`config.mk`:
```
export PLATFORM = sky130hd
export DESIGN_NAME = fifo_sync_fwft
export DESIGN_NICKNAME = d
export VERILOG_FILES = /design/src/rtl/fifo_pkg.sv /design/src/rtl/fifo_sync_ram.sv /design/src/rtl/fifo_sync_fwft.sv
export SDC_FILE = /design/constraint.sdc
export NUM_CORES = 1
export LEC_CHECK = 0
export BUFFER_PORTS_ARGS = -buffer_cell sky130_fd_sc_hd__buf_2
export CAP_MARGIN = 20
export CORE_ASPECT_RATIO = 0.7
export CORE_MARGIN = 2
export CORE_UTILIZATION = 61
export DETAILED_ROUTE_END_ITERATION = 8
export GPL_TIMING_DRIVEN = 0
export PLACE_DENSITY = 0.81
export SLEW_MARGIN = 20
export SYNTH_ARGS = -nofsm -noshare
export SYNTH_HDL_FRONTEND = slang
export SYNTH_SLANG_ARGS = --single-unit
```
`constraint.sdc`:
```
create_clock -name i_clk -period 5.3 [get_ports i_clk]
set_clock_uncertainty 0.05 [all_clocks]
set_input_delay 0.265 -clock i_clk [delete_from_list [all_inputs] [get_ports i_clk]]
set_output_delay 0.265 -clock i_clk [all_outputs]
set_load 0.05 [all_outputs]
```
`src/rtl/fifo_pkg.sv`:
```
// Shared types and helpers for the synchronous first-word-fall-through FIFO.
package fifo_pkg;

    localparam int DROP_CNT_W = 16;

    typedef logic [DROP_CNT_W-1:0] drop_cnt_t;

    localparam drop_cnt_t DROP_CNT_MAX = '1;

    // Occupancy needs one bit more than the address so that a completely full FIFO is representable.
    function automatic int level_width(input int depth);
        return $clog2(depth) + 1;
    endfunction

endpackage

```
`src/rtl/fifo_sync_ram.sv`:
```
// DEPTH x WIDTH storage: one synchronous write port, one asynchronous read port.
module fifo_sync_ram #(
    parameter int DEPTH = 16,
    parameter int WIDTH = 32
) (
    input  logic                     clk,
    input  logic                     we,
    input  logic [$clog2(DEPTH)-1:0] waddr,
    input  logic [WIDTH-1:0]         wdata,
    input  logic [$clog2(DEPTH)-1:0] raddr,
    output logic [WIDTH-1:0]         rdata
);

    logic [WIDTH-1:0] mem [DEPTH];

    // NOTE: storage has no reset; the FIFO pointers alone decide which entries are live.
    always_ff @(posedge clk) begin
        if (we) begin
            mem[waddr] <= wdata;
        end
    end

    assign rdata = mem[raddr];

endmodule

```
`src/rtl/fifo_sync_fwft.sv`:
```
// Single-clock FIFO whose head entry is always presented on o_rdata (first-word-fall-through),
// with occupancy flags and a sticky overflow indicator plus saturating drop counter.
module fifo_sync_fwft
    import fifo_pkg::*;
#(
    parameter int DEPTH      = 16,
    parameter int WIDTH      = 32,
    parameter int AFULL_LVL  = DEPTH - 2,
    parameter int AEMPTY_LVL = 2
) (
    input  logic                          i_clk,
    input  logic                          i_clk_rst,
    input  logic                          i_wdata_vld,
    input  logic [WIDTH-1:0]              i_wdata,
    output logic                          o_wdata_rdy,
    output logic                          o_rdata_vld,
    output logic [WIDTH-1:0]              o_rdata,
    input  logic                          i_rdata_rdy,
    output logic [level_width(DEPTH)-1:0] o_level,
    output logic                          o_full,
    output logic                          o_afull,
    output logic                          o_empty,
    output logic                          o_aempty,
    output logic                          o_ovf,
    output logic [15:0]                   o_drop_cnt,
    input  logic                          i_clr_flags
);

    localparam int AW = $clog2(DEPTH);
    localparam int LW = level_width(DEPTH);

    if (DEPTH < 4 || DEPTH > 1024 || (DEPTH & (DEPTH - 1)) != 0) begin : g_bad_depth
        $error("fifo_sync_fwft: DEPTH must be a power of 2 in 4..1024");
    end
    if (WIDTH < 1 || WIDTH > 256) begin : g_bad_width
        $error("fifo_sync_fwft: WIDTH must be in 1..256");
    end
    if (AFULL_LVL < 1 || AFULL_LVL > DEPTH) begin : g_bad_afull
        $error("fifo_sync_fwft: AFULL_LVL must be in 1..DEPTH");
    end
    if (AEMPTY_LVL < 0 || AEMPTY_LVL > DEPTH - 1) begin : g_bad_aempty
        $error("fifo_sync_fwft: AEMPTY_LVL must be in 0..DEPTH-1");
    end

    // Pointers carry a wrap bit above the address, so their difference is the occupancy.
    logic [LW-1:0] wr_ptr;
    logic [LW-1:0] rd_ptr;
    logic [LW-1:0] level;
    logic          rdy_en;
    logic          ovf;
    drop_cnt_t     drop_cnt;

    logic full;
    logic empty;
    logic wr_en;
    logic rd_en;
    logic drop;

    assign level = wr_ptr - rd_ptr;
    assign full  = (level == LW'(DEPTH));
    assign empty = (level == '0);

    // A write into a full FIFO is dropped even if the head is popped in the same cycle.
    assign wr_en = i_wdata_vld && rdy_en && !full;
    assign rd_en = !empty && i_rdata_rdy;
    assign drop  = i_wdata_vld && full;

    fifo_sync_ram #(
        .DEPTH (DEPTH),
        .WIDTH (WIDTH)
    ) u_ram (
        .clk   (i_clk),
        .we    (wr_en),
        .waddr (wr_ptr[AW-1:0]),
        .wdata (i_wdata),
        .raddr (rd_ptr[AW-1:0]),
        .rdata (o_rdata)
    );

    // NOTE: sequential state uses non-blocking assignments so every register samples pre-edge values.
    always_ff @(posedge i_clk or posedge i_clk_rst) begin
        if (i_clk_rst) begin
            wr_ptr   <= '0;
            rd_ptr   <= '0;
            rdy_en   <= 1'b0;
            ovf      <= 1'b0;
            drop_cnt <= '0;
        end else begin
            rdy_en <= 1'b1;
            if (wr_en) begin
                wr_ptr <= wr_ptr + LW'(1);
            end
            if (rd_en) begin
                rd_ptr <= rd_ptr + LW'(1);
            end
            // A clear is applied before a concurrent drop is counted.
            if (i_clr_flags) begin
                ovf      <= drop;
                drop_cnt <= drop ? drop_cnt_t'(1) : '0;
            end else if (drop) begin
                ovf <= 1'b1;
                if (drop_cnt != DROP_CNT_MAX) begin
                    drop_cnt <= drop_cnt + drop_cnt_t'(1);
                end
            end
        end
    end

    assign o_wdata_rdy = rdy_en && !full;
    assign o_rdata_vld = !empty;
    assign o_level     = level;
    assign o_full      = full;
    assign o_empty     = empty;
    assign o_afull     = (level >= LW'(AFULL_LVL));
    assign o_aempty    = (level <= LW'(AEMPTY_LVL));
    assign o_ovf       = ovf;
    assign o_drop_cnt  = drop_cnt;

endmodule

```
==> impl_metrics.ini, run 1 <==
[status]
status = complete, no violations

[worst_setup_path]
cpMaxStageDelayCell = clkbuf_1
crit_top_cell = clkbuf_1
cp.required_ps = 4990
crit_buf_inv = 7
worstPathMaxFanout = 10
path_class = register to output port
rrSetupSlack_ps = 400
cpLargestDelayFamily = buffers and inverters
start_kind = register
r2r-end = u_ram.mem[5][4]
cp.depth = 12
cp_data_arrival_time_ps = 4750
reg2reg_depth = 12
slowest_delay_ps = 710
reg2reg_from = rd_ptr[1]
endpoint_kind = output port
path_cells = clkbuf_1 -> clkbuf_1 -> clkbuf_1 -> inv_1 -> ha_1 -> nand3b_1 -> nand2_1 -> xor2_2 -> clkbuf_1 -> inv_1 -> o31ai_1 -> buf_2

[synth]
synth-async-reset-ratio_pct = 5.19
synth_edf_count = 512
synth_top_area_cell = edfxtp_1
synthesis.nets = 980
syn_area_um2 = 21100
synth_cells = 932
yosys_warnings = 0
synthFlopType = edfxtp_1
synth_area_leaders = edfxtp_1 73%, mux4_2 17%, dfrtp_1 3.3%, mux2_1 0.75%, ha_1 0.59%
synth.distinct_cells = 44
ys_seq_elements = 540
yosysSeqAreaShare_pct = 76.1
synthDominantCellAreaShare_pct = 72.8
synth.avg_cell_area_um2 = 22.7

[clock_network]
clockBufferDepth = 3
path_clk_slew_ps = 70
cts_htree_levels = 2
cts_root_buffer = clkbuf_16
post_cts_buffers = 0
clock-sinks = 540
numCtsBuffers = 48
clkLatencyLatePin_ps = 580
cts_tree = done

[floorplan]
chipWidth_um = 226
dieArea_um2 = 36200
die_h_um = 160
ioPinCount = 97
core_um2 = 33800
start_util_pct = 62.5
rows = 56

[grt]
grt_util_all_layers_pct = 28.6
grt_pass1_vias = 10900
grt_max_degree = 33
grt_pass1_wl_um = 72700
overflow = 0
antenna_found_initial = 4

[sta]
fin_ws_ps = 233
setup_viol = 0
drv_slew = 0
relSlewSlack_pct = 22.3
min_period_over_period_pct = 95.6
rsz0062_at_grt = false
fin_crit_ps = 5070
worstMarginPinSlew_ps = 1170
hold_viol = 0
max_freq_mhz = 197

[finish]
regArea_um2 = 16100
multiInputGateArea_um2 = 4810
final_util_pct = 71.8
drive_gt1_share_pct = 33.6
fillers = 1940
nets = 1153
syn_to_final_growth_pct = 14.8

[hold_path]
holdPathEnd = u_ram.mem[11][28]
hold_depth = 1
holdCritStartpoint = i_wdata[28]
hold_path_class = input port to register

[placement]
dp_hpwl_um = 27600
gp_congestion = 0.833
io_buffer_count = 95
pre_cts_ws_ps = 586

[detailed_routing]
ant_nets = 0
drt_pre_antenna_iters = 9
wl_per_cell_um = 31.2
dr_total_vias = 10800
drt_iter0_drc = 1313
avgViaCountPerCell = 6.73
routed_wl_um = 50100
drc = 0

[power]
leakage_nw = 8.05
power_density_nw_per_um2 = 577
irDropWorstVdd_mv = 0.500

[flow_run]
cap_violations = 0
layout by cell type (no fill, tap or decap), types with 2 or more instances in the layout:
master / synthesis / layout
edfxtp_1: 512 / 512
mux4_2: 160 / 160
buf_2: 13 / 109
clkbuf_16: 0 / 49
clkbuf_1: 24 / 32
dfrtp_1: 28 / 28
nor2_1: 21 / 21
inv_1: 16 / 15
mux2_1: 14 / 14
nor2b_1: 13 / 13
nand2_1: 12 / 12
and3_2: 0 / 12
clkinv_2: 0 / 12
dlygate4sd3_1: 0 / 11
nor4_1: 10 / 10
ha_1: 10 / 10
nand3_1: 9 / 9
clkinv_1: 0 / 9
buf_12: 0 / 9
xor2_1: 7 / 7
a21oi_1: 8 / 7
buf_1: 11 / 7
buf_16: 0 / 7
nand4_1: 6 / 6
nor3_1: 5 / 5
bufinv_16: 0 / 5
xnor2_1: 4 / 4
and4_1: 3 / 3
and3_1: 15 / 3
inv_2: 2 / 3
o31ai_1: 3 / 3
clkbuf_2: 0 / 3
inv_6: 0 / 3
diode_2: 0 / 2
mux2i_1: 2 / 2
and2_2: 0 / 2
a2111oi_0: 2 / 2
cell families after synthesis:
kind of cell             Yosys count  synth area share, %
AO/OA/AOI/OAI                     19                0.634
multiplexers                     177                 18.0
adder cells (fa/ha/maj)           11                0.687
AND/OR/NAND/NOR                  106                 2.82
other                              1               0.0178
flip-flops                       540                 76.1
buffers and inverters             66                 1.25
XOR/XNOR                          12                0.533
worst register-to-register path: cells and delay by family (launching register included):
family,cells,cell delay (ps)
muxes,1,150
and+or+nand+nor,3,1010
adders and majority gates,1,330
buffers and inverters,6,2270
AOI/OAI and AO/OA,1,380
DFF,1,410
layout make-up:
class / instances / share of cell area, %
inverters: 18 / 0.279
diodes: 2 / 0.0206
flip-flops and latches: 540 / 66.3
plain buffers: 48 / 0.831
clock inverters: 30 / 1.15
multi-input cells: 326 / 19.9
well taps: 464 / 2.39
clock buffers: 57 / 5.18
repair buffers: 123 / 4.00
Yosys cell counts, types with 6 or more instances:
library cell,count
buf_2,13
dfrtp_1,28
a21oi_1,8
nand2_1,12
nand3_1,9
inv_1,16
ha_1,10
and3_1,15
edfxtp_1,512
xor2_1,7
nor4_1,10
clkbuf_1,24
buf_1,11
mux4_2,160
mux2_1,14
nor2b_1,13
nor2_1,21
nand4_1,6
worst max path at each step:
stage | start | end | slack, ps
floorplan | rd_ptr[1] | o_aempty | 190
global placement | rd_ptr[1] | u_ram.mem[15][16] | -1570
detailed placement | rd_ptr[1] | u_ram.mem[5][4] | 590
CTS | rd_ptr[1] | o_afull | 360
global route | rd_ptr[1] | o_afull | 70
finish | rd_ptr[1] | o_afull | 230
layer usage:
layer / part of all wire [%] / track usage (%) / vias up / routed length, um
met5: 0.056 / 0 / - / 28
met3: 9.2 / 5.67 / 109 / 4630
met1: 39 / 41.1 / 5673 / 19300
li1: - / - / 4275 / -
met2: 49 / 45.1 / 757 / 24800
met4: 2.7 / 9.42 / 4 / 1380
where the power goes:
part	internal [mW]	total [mW]	leakage [nW]	switching (mW)
Sequential	4.94	5.04	4.98	0.102
Clock	1.94	3.46	0.763	1.52
Combinational	1.88	5.48	2.31	3.60
registers in the layout (all words and copies together) (netlist names):
name        cells
o_drop_cnt     16
u_ram.mem     512
rdy_en          1
rd_ptr          5
o_ovf           1
wr_ptr          5
metrics by stage:
stage	power [mW]	area (um^2)	hold WS [ps]	TNS (ps)	cells
2_1_floorplan	9.07	21100	280	0	932
3_3_place_gp	10.4	22200	425	-79990	1491
3_5_place_dp	10.5	22600	336	0	1508
4_1_cts	14.0	24200	1.90	0	1606
5_1_grt	14.4	24200	17.6	0	1608
6_report	14.0	24200	20.6	0	1608
repair_timing:
action | 4_1_cts | 5_1_grt
gates resized for setup | 0 | 0
hold endpoints to repair | 110 | 0
hold buffers | 11 | 0
endpoints found under the setup margin | 0 | 0
Note: power is estimated with default switching activity, not from simulation.
==> run 2: changes to the inputs <==
==> constraint.sdc (replaced) <==
create_clock -name i_clk -period 5.3 [get_ports i_clk]
set_clock_uncertainty 0.05 [all_clocks]
set_input_delay 0.53 -clock i_clk [delete_from_list [all_inputs] [get_ports i_clk]]
set_output_delay 0.53 -clock i_clk [all_outputs]
set_load 0.05 [all_outputs]
==> impl_metrics.ini, run 2 (synthesis gave the netlist of run 1 again) <==
[status]
status = complete, no violations

[sta]
worstMarginPinSlew_ps = 1070
min_period_over_period_pct = 93.7
relSlewSlack_pct = 28.7
rsz0062_at_grt = false
max_freq_mhz = 201
fin_crit_ps = 4960
fin_ws_ps = 335
drv_slew = 0
hold_viol = 0
setup_viol = 0

[worst_setup_path]
rrSetupSlack_ps = 820
crit_top_cell = clkbuf_1
cp.required_ps = 4720
worstPathMaxFanout = 10
path_cells = clkbuf_1 -> clkbuf_1 -> clkbuf_2 -> inv_1 -> ha_1 -> nand3b_1 -> nand2_1 -> xor2_2 -> clkbuf_1 -> inv_1 -> o31ai_1 -> buf_2
cpMaxStageDelayCell = xor2_2
path_class = register to output port
crit_buf_inv = 7
cp_data_arrival_time_ps = 4380
cpLargestDelayFamily = buffers and inverters
slowest_delay_ps = 480
start_kind = register
endpoint_kind = output port

[floorplan]
ioPinCount = 97
dieArea_um2 = 36200
core_um2 = 33800
chipWidth_um = 226
start_util_pct = 62.5
rows = 56
die_h_um = 160

[detailed_routing]
ant_nets = 0
drt_pre_antenna_iters = 5
wl_per_cell_um = 30.2
dr_total_vias = 10700
drc = 0
drt_iter0_drc = 1342
routed_wl_um = 48100
avgViaCountPerCell = 6.69

[grt]
antenna_found_initial = 3
grt_pass1_vias = 10700
grt_util_all_layers_pct = 27.6
grt_max_degree = 29
grt_pass1_wl_um = 70700
overflow = 0

[clock_network]
cts_root_buffer = clkbuf_16
clock-sinks = 540
clkLatencyLatePin_ps = 580
cts_htree_levels = 2
cts_tree = done
numCtsBuffers = 48
post_cts_buffers = 0
path_clk_slew_ps = 70
clockBufferDepth = 3

[finish]
largest_register_ffs = 512
drive_gt1_share_pct = 33.1
final_common_cell = edfxtp_1
final_cell_mix = 512 x edfxtp_1, 160 x mux4_2, 108 x buf_2
layout.cells.non_filler = 1592
top_register = u_ram.mem
nets = 1144
syn_to_final_growth_pct = 13.9

[placement]
io_buffer_count = 95
dp.cells = 1509
gp_congestion = 0.875
pre_cts_ws_ps = 598
dp_hpwl_um = 29000

[power]
leakage_nw = 7.94
irDropWorstVdd_mv = 0.539
power_density_nw_per_um2 = 572

[hold_path]
hold_path_class = input port to register

[flow_run]
cap_violations = 0
## run 2: changes by cell type in the layout (fill, tap and decap cells not counted), sizes merged
cell         change
clkbuf           +5
buf              +1
bufinv           -3
clkinvlp         +2
clkinv          -11
dlygate4sd3     -10
## run 2: worst register-to-register path: stages (launching register included)
cell and delay, ps:
dfrtp_1 450, clkbuf_1 310, clkbuf_1 460, clkbuf_2 460, inv_1 90, ha_1 290, nand3b_1 80, nand2_1 120
mux2i_1 160, a21oi_1 390, clkbuf_1 340, and3_2 710, buf_16 240
## run 2: final timing paths
path / from / cells after the start / end
max in group asynchronous: i_clk_rst / 3 / wr_ptr[4]
min reg2reg: wr_ptr[4] / 1 / wr_ptr[4]
min: i_wdata[26] / 1 / u_ram.mem[12][26]
max: rd_ptr[1] / 12 / o_afull
max reg2reg: rd_ptr[1] / 12 / u_ram.mem[10][10]
min in group asynchronous: i_clk_rst / 3 / wr_ptr[0]
## run 2: timing repair
item | in CTS | in global routing
endpoints found under the hold margin | 4 | 0
endpoints found under the setup margin | 0 | 2
hold buffers | 1 | 0
resized for setup | 0 | 3
## run 2: area by class of cell
| cell class | instances | area [um^2] |
|---|---|---|
| Fill cell | 1920 | 9710 |
| Multi-Input combinational cell | 326 | 4810 |
| Clock buffer | 62 | 1270 |
| Sequential cell | 540 | 16100 |
| Tap cell | 464 | 581 |
| Timing Repair Buffer | 114 | 893 |
| Clock inverter | 18 | 145 |
| Inverter | 18 | 67.6 |
| Buffer | 48 | 201 |
| Antenna cell | 2 | 5.00 |
## run 2: metal layers
metal	up-vias	routed length [um]	global-route usage [%]
met3	100	4620	5.92
met2	684	23700	43.3
li1	4253	-	-
met1	5615	18600	40.3
met4	2	1130	7.30
met5	-	10	0
## run 2: report_power, final
group	internal [mW]	switching (mW)	total, mW
logic	1.87	3.60	5.46
clock network	1.79	1.47	3.26
registers	4.94	0.102	5.04
total	8.59	5.17	13.8
## run 2: metrics by stage
stage	cell area, um^2	hold WS [ps]	power (mW)	TNS [ps]	util (%)
after floorplan	21100	410	9.07	0	-
after global placement	22200	424	10.4	-90550	65.7
after detailed placement	22600	429	10.5	0	67.0
after CTS	24000	253	13.8	0	71.2
after global routing	24100	274	14.2	0	71.2
final	24100	273	13.8	0	71.2
==> run 3: changes to the inputs <==
--- a/config.mk
+++ b/config.mk
@@ -9,10 +9,10 @@
 export CAP_MARGIN = 20
 export CORE_ASPECT_RATIO = 0.7
 export CORE_MARGIN = 2
-export CORE_UTILIZATION = 61
+export CORE_UTILIZATION = 60
 export DETAILED_ROUTE_END_ITERATION = 8
 export GPL_TIMING_DRIVEN = 0
-export PLACE_DENSITY = 0.81
+export PLACE_DENSITY = 0.8
 export SLEW_MARGIN = 20
 export SYNTH_ARGS = -nofsm -noshare
 export SYNTH_HDL_FRONTEND = slang
==> impl_metrics.ini, run 3 (synthesis gave the netlist of run 1 again) <==
[sta]
relSlewSlack_pct = 28.0
setup_viol = 0
drv_slew = 0
min_period_over_period_pct = 93.1
hold_slack_ps = -5.11
worstMarginPinSlew_ps = 1080
hold_viol = 4
max_freq_mhz = 203
rsz0062_at_grt = false
fin_crit_ps = 4940

[clock_network]
cts_tree = done
post_cts_buffers = 0
clockBufferDepth = 3
numCtsBuffers = 47
ctsHoldBuffers = 0
path_clk_slew_ps = 70
clkLatencyLatePin_ps = 560
clock-sinks = 540
cts_htree_levels = 2
cts_root_buffer = clkbuf_16

[floorplan]
dieArea_um2 = 36700
core_um2 = 34700
start_util_pct = 60.9
die_h_um = 161
rows = 57
chipWidth_um = 228
ioPinCount = 97

[worst_setup_path]
cpLargestDelayFamily = buffers and inverters
crit_buf_inv = 7
path_class = register to output port
cp_data_arrival_time_ps = 4360
slowest_delay_ps = 490
cp.required_ps = 4720
path_cells = clkbuf_1 -> clkbuf_1 -> clkbuf_2 -> inv_1 -> ha_1 -> a21oi_1 -> nand2_1 -> xor2_4 -> clkbuf_1 -> inv_1 -> o31ai_1 -> buf_2
crit_top_cell = clkbuf_1
start_kind = register
endpoint_kind = output port
worstPathMaxFanout = 10
cpMaxStageDelayCell = dfrtp_1

[power]
p_sw_mw = 5.19
clockPowerShare_pct = 24.0
power_density_nw_per_um2 = 576
internal-power_mw = 8.71
leakage_nw = 7.97
seq_power_share_pct = 36.3
irDropWorstVdd_mv = 0.565
switching_share_pct = 37.4
combPwrFrac_pct = 39.7

[finish]
antenna_cells = 0
design_area_um2 = 24100
final_common_cell = edfxtp_1
regArea_um2 = 16100
drive_gt1_share_pct = 32.9
fillers = 2069
top_register = u_ram.mem
largest_register_ffs = 512
multiInputGateArea_um2 = 4830
syn_to_final_growth_pct = 14.3
final_cell_mix = 512 x edfxtp_1, 160 x mux4_2, 110 x buf_2
nets = 1142

[grt]
antenna_found_initial = 3
overflow = 0
use_met2_pct = 43.2
grt_util_all_layers_pct = 27.4
use_met3_pct = 5.31
grt_max_degree = 33
grt.met1_usage_pct = 39.9
grt_pass1_vias = 10800
top_usage_layer = met2
grt_pass1_wl_um = 71900

[placement]
io_buffer_count = 95
placed_cell_area_um2 = 22600
dp_hpwl_um = 28300
gp_congestion = 0.863

[detailed_routing]
routed_wl_um = 48900
ant_nets = 0
dr_total_vias = 10800
wl_per_cell_um = 30.5
drt_iter0_drc = 1495
avgViaCountPerCell = 6.72
drt_pre_antenna_iters = 8
drc = 0

[hold_path]
hold_path_class = input port to async pin

[status]
violations = negative hold slack
status = finished with violations

[flow_run]
cap_violations = 0
## run 3: power by group through the flow
stage / combinational [mW] / clock [mW] / sequential (mW)
2_1_floorplan: 3.97 / 0 / 5.11
6_report: 5.52 / 3.34 / 5.04
4_1_cts: 5.49 / 3.37 / 5.04
5_1_grt: 5.77 / 3.52 / 5.06
3_5_place_dp: 5.42 / 0 / 5.12
3_3_place_gp: 5.24 / 0 / 5.12
## run 3: per-stage QoR
step / util [%] / total power, mW / setup TNS (ps) / setup slack [ps] / cells
final: 69.6 / 13.9 / 0 / 364 / 1601
after global routing: 69.6 / 14.3 / 0 / 96.5 / 1601
after CTS: 69.6 / 13.9 / 0 / 121 / 1600
after detailed placement: 65.3 / 10.5 / 0 / 565 / 1516
after global placement: 64.0 / 10.4 / -65770 / -1500 / 1499
after floorplan: - / 9.07 / 0 / 592 / 932
## run 3: worst paths after layout
kind / from / endpoint / depth (start not counted) / slack [ps]
worst max-delay path: rd_ptr[1] / o_afull / 12 / 360
worst min-delay path: i_clk_rst / wr_ptr[2] / 2 / -5
worst max register to register: rd_ptr[1] / u_ram.mem[5][6] / 12 / 670
worst min register to register: rd_ptr[4] / rd_ptr[4] / 1 / 440
max in group asynchronous: i_clk_rst / o_drop_cnt[10] / 2 / 4770
min in group i_clk: i_wdata[19] / u_ram.mem[6][19] / 1 / 290
## run 3: what timing repair did
| item | 4_1_cts | 5_1_grt |
|---|---|---|
| setup endpoints to repair | 0 | 2 |
| endpoints found under the hold margin | 0 | 0 |
| gates resized for setup | 0 | 3 |
## run 3: final cells by class
cell class	count	area share, %
plain buffers	48	0.829
clock buffers	62	5.28
clock inverters	22	0.798
inverters	18	0.280
multi-input cells	326	20.0
flip-flops and latches	540	66.6
well taps	472	2.45
repair buffers	113	3.77
## run 3: layer usage
layer / up-vias / routed length, um
li1: 4248 / -
met1: 5663 / 18700
met2: 704 / 23800
met3: 136 / 4910
met4: 6 / 1490
met5: - / 39
